--- src/rtl/spi_cmd_master.sv ---
// SPI mode-0 command initiator.
// Frames 1..6 bytes under a single CS_N assertion, shifts MSB-first on MOSI,
// samples MISO on SCK rising edges and returns one received byte per sent byte.
// SCK idles low; MOSI only moves while SCK is low or on the SCK falling cycle.
module spi_cmd_master #(
  parameter int unsigned CLK_DIV  = 4,  // clk cycles per SCK half-period (2..255)
  parameter int unsigned CS_SETUP = 2,  // clk cycles from CS_N fall to first LOAD
  parameter int unsigned CS_GAP   = 4   // clk cycles CS_N stays high after a frame
) (
  input  logic       clk,
  input  logic       rst_n,
  input  logic       start,
  input  logic [2:0] len,
  input  logic [7:0] tx_data,
  input  logic       tx_valid,
  output logic       tx_ready,
  output logic [7:0] rx_data,
  output logic       rx_valid,
  output logic       busy,
  output logic       done,
  output logic       CS_N,
  output logic       SCK,
  output logic       MOSI,
  input  logic       MISO
);

  // Reload values for the shared 8-bit down-counter (expires at zero).
  localparam logic [7:0] DIV_RELOAD   = 8'(CLK_DIV - 1);
  localparam logic [7:0] SETUP_RELOAD = 8'(CS_SETUP - 1);
  localparam logic [7:0] GAP_RELOAD   = 8'(CS_GAP - 1);

  typedef enum logic [2:0] {
    S_IDLE  = 3'd0,
    S_SETUP = 3'd1,
    S_LOAD  = 3'd2,
    S_LOW   = 3'd3,
    S_HIGH  = 3'd4,
    S_NEXT  = 3'd5,
    S_GAP   = 3'd6
  } state_e;

  // Frame length is at most six bytes; larger requests are clipped.
  function automatic logic [2:0] clip_len(input logic [2:0] l);
    logic [2:0] r;
    if (l > 3'd6) begin
      r = 3'd6;
    end else begin
      r = l;
    end
    return r;
  endfunction

  state_e      state_q, state_d;
  logic [7:0]  cnt_q, cnt_d;        // setup / half-period / gap counter
  logic [2:0]  bit_q, bit_d;        // bits still to shift after the current one
  logic [2:0]  rem_q, rem_d;        // bytes remaining in the frame
  logic [6:0]  sh_tx_q, sh_tx_d;    // bits of the current byte not yet on MOSI
  logic [7:0]  sh_rx_q, sh_rx_d;    // MISO accumulation, MSB first
  logic [7:0]  rx_data_q, rx_data_d;
  logic        rx_valid_q, rx_valid_d;
  logic        tx_ready_q, tx_ready_d;
  logic        busy_q, busy_d;
  logic        done_q, done_d;
  logic        cs_n_q, cs_n_d;
  logic        sck_q, sck_d;
  logic        mosi_q, mosi_d;

  logic        xfer_s;              // byte handshake this cycle
  logic        cnt_zero_s;

  assign xfer_s     = tx_valid && tx_ready_q;
  assign cnt_zero_s = (cnt_q == 8'd0);

  // State and datapath registers; reset abandons any frame in progress.
  always_ff @(posedge clk or negedge rst_n) begin
    if (!rst_n) begin
      state_q    <= S_IDLE;
      cnt_q      <= 8'd0;
      bit_q      <= 3'd0;
      rem_q      <= 3'd0;
      sh_tx_q    <= 7'd0;
      sh_rx_q    <= 8'd0;
      rx_data_q  <= 8'd0;
      rx_valid_q <= 1'b0;
      tx_ready_q <= 1'b0;
      busy_q     <= 1'b0;
      done_q     <= 1'b0;
      cs_n_q     <= 1'b1;
      sck_q      <= 1'b0;
      mosi_q     <= 1'b0;
    end else begin
      state_q    <= state_d;
      cnt_q      <= cnt_d;
      bit_q      <= bit_d;
      rem_q      <= rem_d;
      sh_tx_q    <= sh_tx_d;
      sh_rx_q    <= sh_rx_d;
      rx_data_q  <= rx_data_d;
      rx_valid_q <= rx_valid_d;
      tx_ready_q <= tx_ready_d;
      busy_q     <= busy_d;
      done_q     <= done_d;
      cs_n_q     <= cs_n_d;
      sck_q      <= sck_d;
      mosi_q     <= mosi_d;
    end
  end

  // Next-state selection for the frame sequencer.
  always_comb begin
    state_d = state_q;
    case (state_q)
      S_IDLE: begin
        if (start && (len != 3'd0)) begin
          state_d = S_SETUP;
        end else begin
          state_d = S_IDLE;
        end
      end
      S_SETUP: begin
        if (cnt_zero_s) begin
          state_d = S_LOAD;
        end else begin
          state_d = S_SETUP;
        end
      end
      S_LOAD: begin
        if (xfer_s) begin
          state_d = S_LOW;
        end else begin
          state_d = S_LOAD;
        end
      end
      S_LOW: begin
        if (cnt_zero_s) begin
          state_d = S_HIGH;
        end else begin
          state_d = S_LOW;
        end
      end
      S_HIGH: begin
        if (cnt_zero_s && (bit_q == 3'd0)) begin
          state_d = S_NEXT;
        end else if (cnt_zero_s) begin
          state_d = S_LOW;
        end else begin
          state_d = S_HIGH;
        end
      end
      S_NEXT: begin
        if (rem_q == 3'd1) begin
          state_d = S_GAP;
        end else begin
          state_d = S_LOAD;
        end
      end
      S_GAP: begin
        if (cnt_zero_s) begin
          state_d = S_IDLE;
        end else begin
          state_d = S_GAP;
        end
      end
      default: begin
        state_d = S_IDLE;
      end
    endcase
  end

  // Next values for counters, shifters and the registered outputs.
  always_comb begin
    cnt_d      = cnt_q;
    bit_d      = bit_q;
    rem_d      = rem_q;
    sh_tx_d    = sh_tx_q;
    sh_rx_d    = sh_rx_q;
    rx_data_d  = rx_data_q;
    rx_valid_d = 1'b0;
    busy_d     = busy_q;
    done_d     = 1'b0;
    cs_n_d     = cs_n_q;
    sck_d      = sck_q;
    mosi_d     = mosi_q;
    tx_ready_d = (state_d == S_LOAD);
    case (state_q)
      S_IDLE: begin
        if (start && (len != 3'd0)) begin
          rem_d  = clip_len(len);
          busy_d = 1'b1;
          cs_n_d = 1'b0;
          cnt_d  = SETUP_RELOAD;
        end else begin
          busy_d = 1'b0;
        end
      end
      S_SETUP: begin
        if (cnt_zero_s) begin
          cnt_d = 8'd0;
        end else begin
          cnt_d = cnt_q - 8'd1;
        end
      end
      S_LOAD: begin
        // MSB goes straight to MOSI; the rest waits in the shifter.
        if (xfer_s) begin
          sh_tx_d = tx_data[6:0];
          mosi_d  = tx_data[7];
          bit_d   = 3'd7;
          cnt_d   = DIV_RELOAD;
        end else begin
          sck_d = 1'b0;
        end
      end
      S_LOW: begin
        // SCK rises next cycle; capture MISO while it is still settled.
        if (cnt_zero_s) begin
          sck_d   = 1'b1;
          sh_rx_d = {sh_rx_q[6:0], MISO};
          cnt_d   = DIV_RELOAD;
        end else begin
          cnt_d = cnt_q - 8'd1;
        end
      end
      S_HIGH: begin
        // The next MOSI bit is launched on the same cycle SCK falls.
        if (cnt_zero_s && (bit_q != 3'd0)) begin
          sck_d   = 1'b0;
          bit_d   = bit_q - 3'd1;
          mosi_d  = sh_tx_q[6];
          sh_tx_d = {sh_tx_q[5:0], 1'b0};
          cnt_d   = DIV_RELOAD;
        end else if (cnt_zero_s) begin
          sck_d = 1'b0;
        end else begin
          cnt_d = cnt_q - 8'd1;
        end
      end
      S_NEXT: begin
        rx_data_d  = sh_rx_q;
        rx_valid_d = 1'b1;
        rem_d      = rem_q - 3'd1;
        if (rem_q == 3'd1) begin
          cs_n_d = 1'b1;
          done_d = 1'b1;
          mosi_d = 1'b0;
          cnt_d  = GAP_RELOAD;
        end else begin
          cs_n_d = 1'b0;
        end
      end
      S_GAP: begin
        if (cnt_zero_s) begin
          busy_d = 1'b0;
        end else begin
          cnt_d = cnt_q - 8'd1;
        end
      end
      default: begin
        cs_n_d = 1'b1;
        sck_d  = 1'b0;
        mosi_d = 1'b0;
        busy_d = 1'b0;
      end
    endcase
  end

  assign tx_ready = tx_ready_q;
  assign rx_data  = rx_data_q;
  assign rx_valid = rx_valid_q;
  assign busy     = busy_q;
  assign done     = done_q;
  assign CS_N     = cs_n_q;
  assign SCK      = sck_q;
  assign MOSI     = mosi_q;

endmodule

--- config.mk ---
export PLATFORM = sky130hd
export DESIGN_NAME = spi_cmd_master
export DESIGN_NICKNAME = d
export VERILOG_FILES = /design/src/rtl/spi_cmd_master.sv
export SDC_FILE = /design/constraint.sdc
export NUM_CORES = 1
export LEC_CHECK = 0
export ABC_AREA = 1
export BUFFER_PORTS_ARGS = -buffer_cell sky130_fd_sc_hd__buf_4
export CAP_MARGIN = 20
export CORE_MARGIN = 4
export CORE_UTILIZATION = 57
export CTS_CLUSTER_SIZE = 14
export DETAILED_ROUTE_END_ITERATION = 6
export PLACE_DENSITY_LB_ADDON = 0.08
export SLEW_MARGIN = 5
export SYNTH_ARGS = -nofsm -noshare
export SYNTH_HDL_FRONTEND = slang
export SYNTH_SLANG_ARGS = --single-unit
export TNS_END_PERCENT = 5
--- constraint.sdc ---
create_clock -name clk -period 2.2 [get_ports clk]
set_clock_uncertainty 0.2 [all_clocks]
set_input_delay 0.44 -clock clk [delete_from_list [all_inputs] [get_ports clk]]
set_output_delay 0.44 -clock clk [all_outputs]
set_load 0.05 [all_outputs]
==> results.yml, run 1 <==
global_route:
  grtUsageTotal_pct: 20.0
  grt_pass1_wl_um: 8270
  grt_max_degree: 48
  grt_pass1_vias: 1845
  grt.overflow.total: 0
  antenna_found_initial: 0
clock_network:
  htree_levels: 2
  clockRootBuffer: "clkbuf_8"
  clock_latency_ns: 0.29
  numCtsBuffers: 5
  cts_buffer_depth: 2
  post_cts_buffers: 0
  cts_tree: "built"
  cts.sinks: 47
  clk_pin_slew_ns: 0.08
placed_design:
  gp_congestion: 0.939
  port_buffers: 30
  dp_hpwl_um: 3490
  dpl_worst_slack_ns: 0.187
  placed_area_sq_um: 2720
setup_path:
  r2r_cells: 9
  worstSetupStartpointType: "flip-flop"
  r2r_end: "cnt_q[0]$_DFFE_PN0P_"
  startpoint: "cnt_q[1]$_DFFE_PN0P_"
  path_class: "reg -> reg"
  crit_path_end: "cnt_q[0]$_DFFE_PN0P_"
  r2r-start: "cnt_q[1]$_DFFE_PN0P_"
  crit_path_end_kind: "flip-flop"
  r2r_setup_slack_ns: 0.18
  crit_required_ns: 2.22
  critPathArrivalTime_ns: 2.04
  path_max_fanout: 7
routing:
  wl_per_cell_um: 12.8
  firstDrtPassIters: 4
  vias: 1964
  drc: 0
  wirelength_um: 4830
  drtIter0Drc: 118
  antenna_left: 0
  routed_via_density: 5.20
die:
  initial_utilization_pct: 60.4
  die_area_sq_um: 5440
  die_y_um: 73.8
  num_rows: 23
  die_width_um: 73.8
  boundaryPins: 31
  core_area_sq_um: 4090
flow_run:
  drv_cap: 0
sta:
  rsz0062_at_grt: "no"
  setup-tns-final_ns: 0
  hold_violations: 0
  setup-violations-final: 0
  worst_pin_slew_ns: 0.573
  fin_crit_sh_pct: 92.0
  relSlewSlack_pct: 61.8
  drv_slew: 0
  finalCriticalPeriod_ns: 2.02
  fin_ws_ns: 0.176
  timing.fmax_ghz: 0.494
logic_synthesis:
  synthesis.area_sq_um: 2470
  netlist_instances: 294
  ys.warnings.count: 0
  synth_cell_types: 32
  synth-async-reset-ratio_pct: 100
  yosysMostFrequentCell: "nand2_1"
  synth_top_area_share_pct: 46.7
  synth_top_cells_by_area: "dfrtp_1 47%, nand2_1 11%, inv_1 6.1%"
  yosys.area.top_type: "dfrtp_1"
  syn_nets: 318
  syn_avg_cell_area_sq_um: 8.39
  synth_edf_count: 0
  synth-seq-cells: 47
  ys_seq_area_share_pct: 47.7
  synth-main-ff-cell: "dfrtp_1"
  ys_top_cells_by_count: "75 x nand2_1, 46 x dfrtp_1, 40 x inv_1"
power_and_ir_drop:
  ir_drop_v: 0.000331
  fin_total_pwr_mw: 1.48
  cellPowerDensity_nw_per_um2: 524
  p_leak_nw: 1.48
status:
  outcome: "complete, no violations"
layout:
  final_layout_size_suffix_gt1_share_pct: 19.5
  n_antenna_cell: 0
  area_delta_synth_final_pct: 14.8
  finalNetCount: 351
  stdcell_area_sq_um: 2830
min_path:
  hp-start: "tx_data[0]"
  holdCritPathClass: "in -> reg"
[timing repair]
item	in CTS	in global routing
hold buffers	1	0
endpoints found under the setup margin	0	1
hold endpoints to repair	46	0
resized for setup	0	1
[state kept, by name (all words and copies together), names as in the netlist, 3 cells and up]
register,flops
sh_tx_q,7
rx_data,8
bit_q,3
sh_rx_q,8
state_q,3
rem_q,3
cnt_q,8
[cells by family after synthesis]
logic type      after synthesis  synth area share [%]
compound gates               53                  12.5
xor+xnor                      6                  2.13
fa+ha+maj                     8                  4.06
buf+inv                      50                  8.32
flops                        47                  47.7
simple gates                130                  25.3
[cell type report]
cell class / count / area (sq um)
clock inverters: 1 / 7.51
repair buffers: 31 / 235
flip-flops and latches: 47 / 1180
multi-input cells: 197 / 1080
fillers: 335 / 1250
well taps: 50 / 62.6
clock buffers: 7 / 96.3
inverters: 45 / 169
[worst max-delay path, stage by stage (launching register included)]
cell	delay, ns
dfrtp_1	0.38
inv_1	0.13
ha_1	0.17
nand2_1	0.15
inv_1	0.12
nand2_2	0.11
ha_1	0.30
o2111ai_1	0.21
nor2_1	0.06
a21oi_1	0.12
[per-layer routing]
| metal | vias to the layer above | share of wire, % | global-route usage [%] |
|---|---|---|---|
| met5 | - | 0 | 0 |
| met4 | 0 | 1.4 | 7.65 |
| met3 | 7 | 6.0 | 3.97 |
| met2 | 61 | 44 | 31.1 |
| met1 | 896 | 48 | 27.5 |
| li1 | 1000 | - | - |
[where the power goes]
group	switching [mW]	leakage [nW]	internal, mW
registers	0.000787	0.590	0.866
clock network	0.282	0.0505	0.286
logic	0.0285	0.841	0.0212
[through the flow]
step | utilization, % | hold WS [ns] | instances
after global placement | 66.5 | 0.254 | 369
final | 69.3 | 0.185 | 378
after detailed placement | 66.5 | 0.259 | 369
after CTS | 69.3 | 0.171 | 378
after global routing | 69.3 | 0.189 | 378
after floorplan | - | -0.0556 | 294
[worst min-delay path by stage]
stage,slack (ns),to,cells past startpoint
2_1_floorplan,-0.06,MOSI$_DFFE_PN0P_,0
3_3_place_gp,0.25,bit_q[0]$_DFFE_PN0P_,1
3_5_place_dp,0.26,bit_q[0]$_DFFE_PN0P_,1
4_1_cts,0.17,sh_tx_q[0]$_DFFE_PN0P_,3
5_1_grt,0.19,sh_tx_q[0]$_DFFE_PN0P_,3
6_report,0.18,sh_tx_q[0]$_DFFE_PN0P_,3
[layout by cell type (no fill, tap or decap)]
cell type and instances:
o2111ai_1 1, nand4_1 2, nor2_2 1, o21ai_1 9, nor3b_1 1, nand3b_4 1, xor2_1 5, nor2_1 25
o211ai_1 9, xnor2_1 1, inv_1 39, o22ai_1 3, clkinvlp_4 1, ha_1 8, nor2_4 4, nand3_2 3
o21ai_0 19, clkbuf_8 7, nor3_2 1, o21ai_2 2, a21oi_1 8, buf_4 30, dfstp_2 1, nor2_8 1
nand2_1 75, nand2_2 4, dfrtp_1 46, nor3_1 2, nand3_1 8, o31ai_1 2, inv_2 6, dlygate4sd3_1 1
nand2_4 2
Power figures use the tool's default switching activity.
==> inputs of run 2 (changes only) <==
--- a/config.mk
+++ b/config.mk
@@ -5,11 +5,10 @@
 export SDC_FILE = /design/constraint.sdc
 export NUM_CORES = 1
 export LEC_CHECK = 0
-export ABC_AREA = 1
 export BUFFER_PORTS_ARGS = -buffer_cell sky130_fd_sc_hd__buf_4
 export CAP_MARGIN = 20
 export CORE_MARGIN = 4
-export CORE_UTILIZATION = 57
+export CORE_UTILIZATION = 58
 export CTS_CLUSTER_SIZE = 14
 export DETAILED_ROUTE_END_ITERATION = 6
 export PLACE_DENSITY_LB_ADDON = 0.08
==> results.yml, run 2 <==
die:
  initial_utilization_pct: 61.5
  die_area_sq_um: 5450
  boundaryPins: 31
  die_width_um: 73.8
  num_rows: 23
  core_area_sq_um: 4090
  die_y_um: 73.8
logic_synthesis:
  yosys.area.top_type: "dfrtp_1"
  syn_nets: 276
  synth_edf_count: 0
  synth_top_cells_by_area: "dfrtp_1 46%, mux2_2 9.0%, nand2_1 6.0%"
  synthesis.area_sq_um: 2510
  synth_cell_types: 53
  synth-async-reset-ratio_pct: 100
  netlist_instances: 252
  ys_seq_area_share_pct: 46.9
  synth-seq-cells: 47
  ys_top_cells_by_count: "46 x dfrtp_1, 40 x nand2_1, 20 x mux2_2"
  ys.warnings.count: 0
  yosysMostFrequentCell: "dfrtp_1"
  synth-main-ff-cell: "dfrtp_1"
  syn_avg_cell_area_sq_um: 9.97
  synth_top_area_share_pct: 45.8
sta:
  hold_violations: 0
  rsz0062_at_grt: "yes"
  relSlewSlack_pct: 61.2
  fin_ws_ns: -0.111
  fin_crit_sh_pct: 105
  timing.fmax_ghz: 0.433
  finalCriticalPeriod_ns: 2.31
  drv_slew: 0
  setup-violations-final: 21
  worst_pin_slew_ns: 0.581
clock_network:
  clockRootBuffer: "clkbuf_8"
  cts_buffer_depth: 2
  clock_latency_ns: 0.31
  htree_levels: 2
  cts_tree: "built"
  numCtsBuffers: 5
  clk_pin_slew_ns: 0.09
  cts.sinks: 47
routing:
  drc: 0
  firstDrtPassIters: 5
  wirelength_um: 5800
  vias: 2149
  wl_per_cell_um: 15.8
  routed_via_density: 5.86
  antenna_left: 0
  drtIter0Drc: 205
power_and_ir_drop:
  p_leak_nw: 1.58
  fin_total_pwr_mw: 2.08
  ir_drop_v: 0.000533
  cellPowerDensity_nw_per_um2: 649
layout:
  area_delta_synth_final_pct: 27.8
  final_cell_mix: "66 x buf_4, 46 x dfrtp_1, 40 x nand2_1"
  final_common_cell: "buf_4"
  stdcell_area_sq_um: 3210
  finalNetCount: 340
  n_antenna_cell: 0
  fillerInstances: 276
  utilization_pct: 78.6
  final_layout_size_suffix_gt1_share_pct: 35.3
setup_path:
  path_max_fanout: 9
  path_class: "reg -> reg"
  crit_path_end_kind: "flip-flop"
  crit_required_ns: 2.18
  critPathArrivalTime_ns: 2.29
  worstSetupStartpointType: "flip-flop"
status:
  outcome: "complete, but fails checks"
  violations: "negative setup slack"
flow_run:
  drv_cap: 0
placed_design:
  dpl_worst_slack_ns: -0.222
  gp_congestion: 0.905
  port_buffers: 30
  placed_area_sq_um: 3010
  dp_hpwl_um: 4060
global_route:
  grt_pass1_wl_um: 9800
  grt.overflow.total: 0
  grt_pass1_vias: 2126
  grtUsageTotal_pct: 23.7
  grt_max_degree: 48
  antenna_found_initial: 0
min_path:
  holdCritPathClass: "in -> reg"
==> run 2: changes by cell type in the layout (fill, tap and decap cells not counted), sizes merged, moves of 7 or more <==
| cell | change |
|---|---|
| inv | -32 |
| o21ai | -22 |
| nor2 | -16 |
| o211ai | -7 |
| nor3 | +7 |
| mux2 | +21 |
| buf | +37 |
| nand2 | -41 |
==> run 2: routing by layer <==
layer  global-route usage [%]  routed length, um
met3                     5.20                339
met2                     38.9               2810
met1                     30.6               2560
met4                     8.45                 90
met5                        0                  0
==> run 2: cell type report <==
cell class / instances / area (sq um) / share of cell area (%)
tap: 50 / 62.6 / 1.95
multi-input combinational: 181 / 1290 / 40.3
timing repair buffer: 68 / 526 / 16.4
sequential: 47 / 1180 / 36.7
inverter: 13 / 51.3 / 1.60
clock buffer: 8 / 100 / 3.12
==> run 2: critical path, stage by stage (launching register included) <==
cell	delay, ns
dfrtp_1	0.42
inv_2	0.09
ha_4	0.13
or4b_4	0.51
nor2_8	0.14
inv_4	0.07
nor3_4	0.15
buf_12	0.15
mux2_2	0.32
==> run 2: timing repair <==
action | 4_1_cts | 5_1_grt
gates resized for setup | 11 | 1
endpoints found under the setup margin | 22 | 22
hold buffers | 1 | 0
buffers inserted | 5 | 1
pin swaps | 7 | 0
endpoints found under the hold margin | 46 | 0
==> run 2: kinds of logic (layout without fill, tap and decap cells) <==
group / Yosys count / count (layout) / share of synthesized area [%]
xor gates and xnor gates: 2 / 2 / 0.697
adders and majority gates: 8 / 8 / 3.98
and+or+nand+nor: 98 / 98 / 20.6
DFF: 47 / 47 / 46.9
muxes: 24 / 24 / 10.6
buffers and inverters: 24 / 89 / 3.64
AOI/OAI and AO/OA: 49 / 49 / 13.6
==> run 2: worst paths after layout <==
kind	startpoint	to	slack (ns)	depth (start not counted)
min in group asynchronous	rst_n	cnt_q[3]$_DFFE_PN0P_	0.47	2
max reg2reg	cnt_q[1]$_DFFE_PN0P_	sh_rx_q[1]$_DFFE_PN0P_	-0.11	8
min	tx_data[0]	sh_tx_q[0]$_DFFE_PN0P_	0.15	3
min reg2reg	bit_q[0]$_DFFE_PN0P_	bit_q[0]$_DFFE_PN0P_	0.28	1
max	cnt_q[1]$_DFFE_PN0P_	sh_rx_q[1]$_DFFE_PN0P_	-0.11	8
max in group asynchronous	rst_n	rx_data[5]$_DFFE_PN0P_	0.91	2
==> run 2: stage by stage <==
step	std cells	TNS, ns	hold WS (ns)
finish	367	-1.38	0.154
global route	367	-3.17	0.155
global placement	352	-2.49	0.261
CTS	366	-0.510	0.153
floorplan	252	-2.07	-0.0556
detailed placement	352	-3.02	0.265
==> run 2: where the power goes <==
| part | switching, mW | internal (mW) | leakage [nW] | total (mW) |
|---|---|---|---|---|
| clock network | 0.286 | 0.287 | 0.0515 | 0.574 |
| registers | 0.0429 | 0.929 | 0.609 | 0.972 |
| logic | 0.268 | 0.270 | 0.925 | 0.538 |
| total | 0.597 | 1.49 | 1.58 | 2.08 |
==> inputs of run 3 (changes only) <==
--- a/config.mk
+++ b/config.mk
@@ -7,11 +7,10 @@
 export LEC_CHECK = 0
 export BUFFER_PORTS_ARGS = -buffer_cell sky130_fd_sc_hd__buf_4
 export CAP_MARGIN = 20
-export CORE_MARGIN = 4
 export CORE_UTILIZATION = 58
 export CTS_CLUSTER_SIZE = 14
 export DETAILED_ROUTE_END_ITERATION = 6
-export PLACE_DENSITY_LB_ADDON = 0.08
+export PLACE_DENSITY = 0.79
 export SLEW_MARGIN = 5
 export SYNTH_ARGS = -nofsm -noshare
 export SYNTH_HDL_FRONTEND = slang
==> results.yml, run 3 (synthesis results as in run 2) <==
power_and_ir_drop:
  cellPowerDensity_nw_per_um2: 634
  p_leak_nw: 1.56
  p_comb_share_pct: 24.0
  power.internal_mw: 1.43
  p_seq_share_pct: 48.6
  ir_drop_v: 0.000507
  fin_total_pwr_mw: 2.01
  netSwitchingFraction_pct: 29.1
  power_switching_mw: 0.584
  p_clk_share_pct: 27.4
setup_path:
  crit_path_end_kind: "flip-flop"
  worstSetupStartpointType: "flip-flop"
  cp_cell_sequence: "inv_2 > ha_4 > or4b_4 > buf_6 > nor4_4 > buf_4 > nand3b_1 > nand2_1"
  path_class: "reg -> reg"
  crit_required_ns: 2.19
  crit_slowest_cell: "or4b_4"
  critPathTopFamily: "simple AND/OR/NAND/NOR gates"
  critPathBufInv: 3
  critPathArrivalTime_ns: 2.30
  path_max_fanout: 8
  critical_path.max_stage_delay_ns: 0.50
clock_network:
  cts_buffer_depth: 2
  htree_levels: 2
  clk_pin_slew_ns: 0.08
  clock_latency_ns: 0.30
  numCtsBuffers: 5
  cts.sinks: 47
  cts_tree: "built"
  clockRootBuffer: "clkbuf_8"
sta:
  finalCriticalPeriod_ns: 2.31
  timing.fmax_ghz: 0.434
  relSlewSlack_pct: 61.4
  setup-tns-final_ns: -1.29
  setup-violations-final: 20
  worst_pin_slew_ns: 0.578
  drv_slew: 0
  hold_violations: 0
  fin_crit_sh_pct: 105
  fin_ws_ns: -0.107
  rsz0062_at_grt: "yes"
routing:
  antenna_left: 0
  drtIter0Drc: 275
  wirelength_um: 5600
  vias: 2086
  drc: 0
  firstDrtPassIters: 5
  wl_per_cell_um: 15.5
  routed_via_density: 5.78
global_route:
  grtUsageTotal_pct: 26.2
  antenna_found_initial: 0
  grt_pass1_vias: 1985
  grt_pass1_wl_um: 8920
  grt.overflow.total: 0
  grt_max_degree: 48
layout:
  fillerInstances: 270
  finalNetCount: 334
  area_delta_synth_final_pct: 26.1
  final_common_cell: "buf_4"
  final_layout_size_suffix_gt1_share_pct: 33.4
  n_antenna_cell: 0
  final_cell_mix: "59 x buf_4, 46 x dfrtp_1, 40 x nand2_1"
die:
  die_y_um: 67.8
  initial_utilization_pct: 61.5
  core_area_sq_um: 4090
  boundaryPins: 31
  die_area_sq_um: 4600
  die_width_um: 67.8
  num_rows: 23
placed_design:
  port_buffers: 30
  gp_congestion: 0.846
  dp_hpwl_um: 3910
status:
  outcome: "complete, but fails checks"
  violations: "negative setup slack"
min_path:
  holdCritPathClass: "in -> reg"
flow_run:
  drv_cap: 0
==> run 3: routing by layer <==
layer  track usage, %  routed length, um  up-vias
li1                 -                  -     1018
met1             35.1               2500      988
met2             42.7               2700       69
met3             4.00                300       11
met4             10.4                106        0
met5                0                  0        -
==> run 3: path summary, 6_finish.rpt <==
check	from	to	slack (ns)	cells past startpoint
worst max-delay path	cnt_q[1]$_DFFE_PN0P_	sh_tx_q[0]$_DFFE_PN0P_	-0.11	8
worst min-delay path	MISO	sh_rx_q[0]$_DFFE_PN0P_	0.16	2
worst max register to register	cnt_q[1]$_DFFE_PN0P_	sh_tx_q[0]$_DFFE_PN0P_	-0.11	8
worst min register to register	bit_q[0]$_DFFE_PN0P_	bit_q[0]$_DFFE_PN0P_	0.28	1
max in group asynchronous	rst_n	rx_data[1]$_DFFE_PN0P_	0.93	2
min in group asynchronous	rst_n	busy$_DFFE_PN0P_	0.48	2
==> run 3: what timing repair did <==
| action | in CTS | in global routing |
|---|---|---|
| setup buffers | 0 | 3 |
| pin swaps | 1 | 3 |
| endpoints found under the hold margin | 46 | 0 |
| hold buffers | 1 | 0 |
| endpoints found under the setup margin | 22 | 23 |
| resized for setup | 2 | 12 |
==> run 3: cell type report <==
cell class / count / area [sq um] / share of cell area (%)
clock buffers: 6 / 82.6 / 2.61
clock inverters: 2 / 13.8 / 0.434
inverters: 13 / 51.3 / 1.62
multi-input cells: 181 / 1300 / 40.9
flip-flops and latches: 47 / 1180 / 37.2
well taps: 50 / 62.6 / 1.97
repair buffers: 62 / 484 / 15.3
==> run 3: per-stage QoR <==
stage	worst slack, ns	hold slack (ns)	instance area, sq um	utilization (%)	instances
6_report	-0.107	0.155	3170	77.5	361
5_1_grt	-0.182	0.169	3170	77.5	361
4_1_cts	-0.129	0.155	3100	75.8	358
2_1_floorplan	-0.196	-0.0556	2520	-	252
3_3_place_gp	-0.151	0.251	2980	73.0	349
3_5_place_dp	-0.207	0.256	2980	73.0	349
==> run 3: power by group through the flow <==
stage               registers, mW  logic (mW)  clock network, mW
detailed placement          0.990       0.447                  0
global placement            0.987       0.442                  0
finish                      0.976       0.483              0.551
floorplan                    1.01       0.202                  0
CTS                         0.975       0.452              0.565
global route                0.984       0.531              0.591
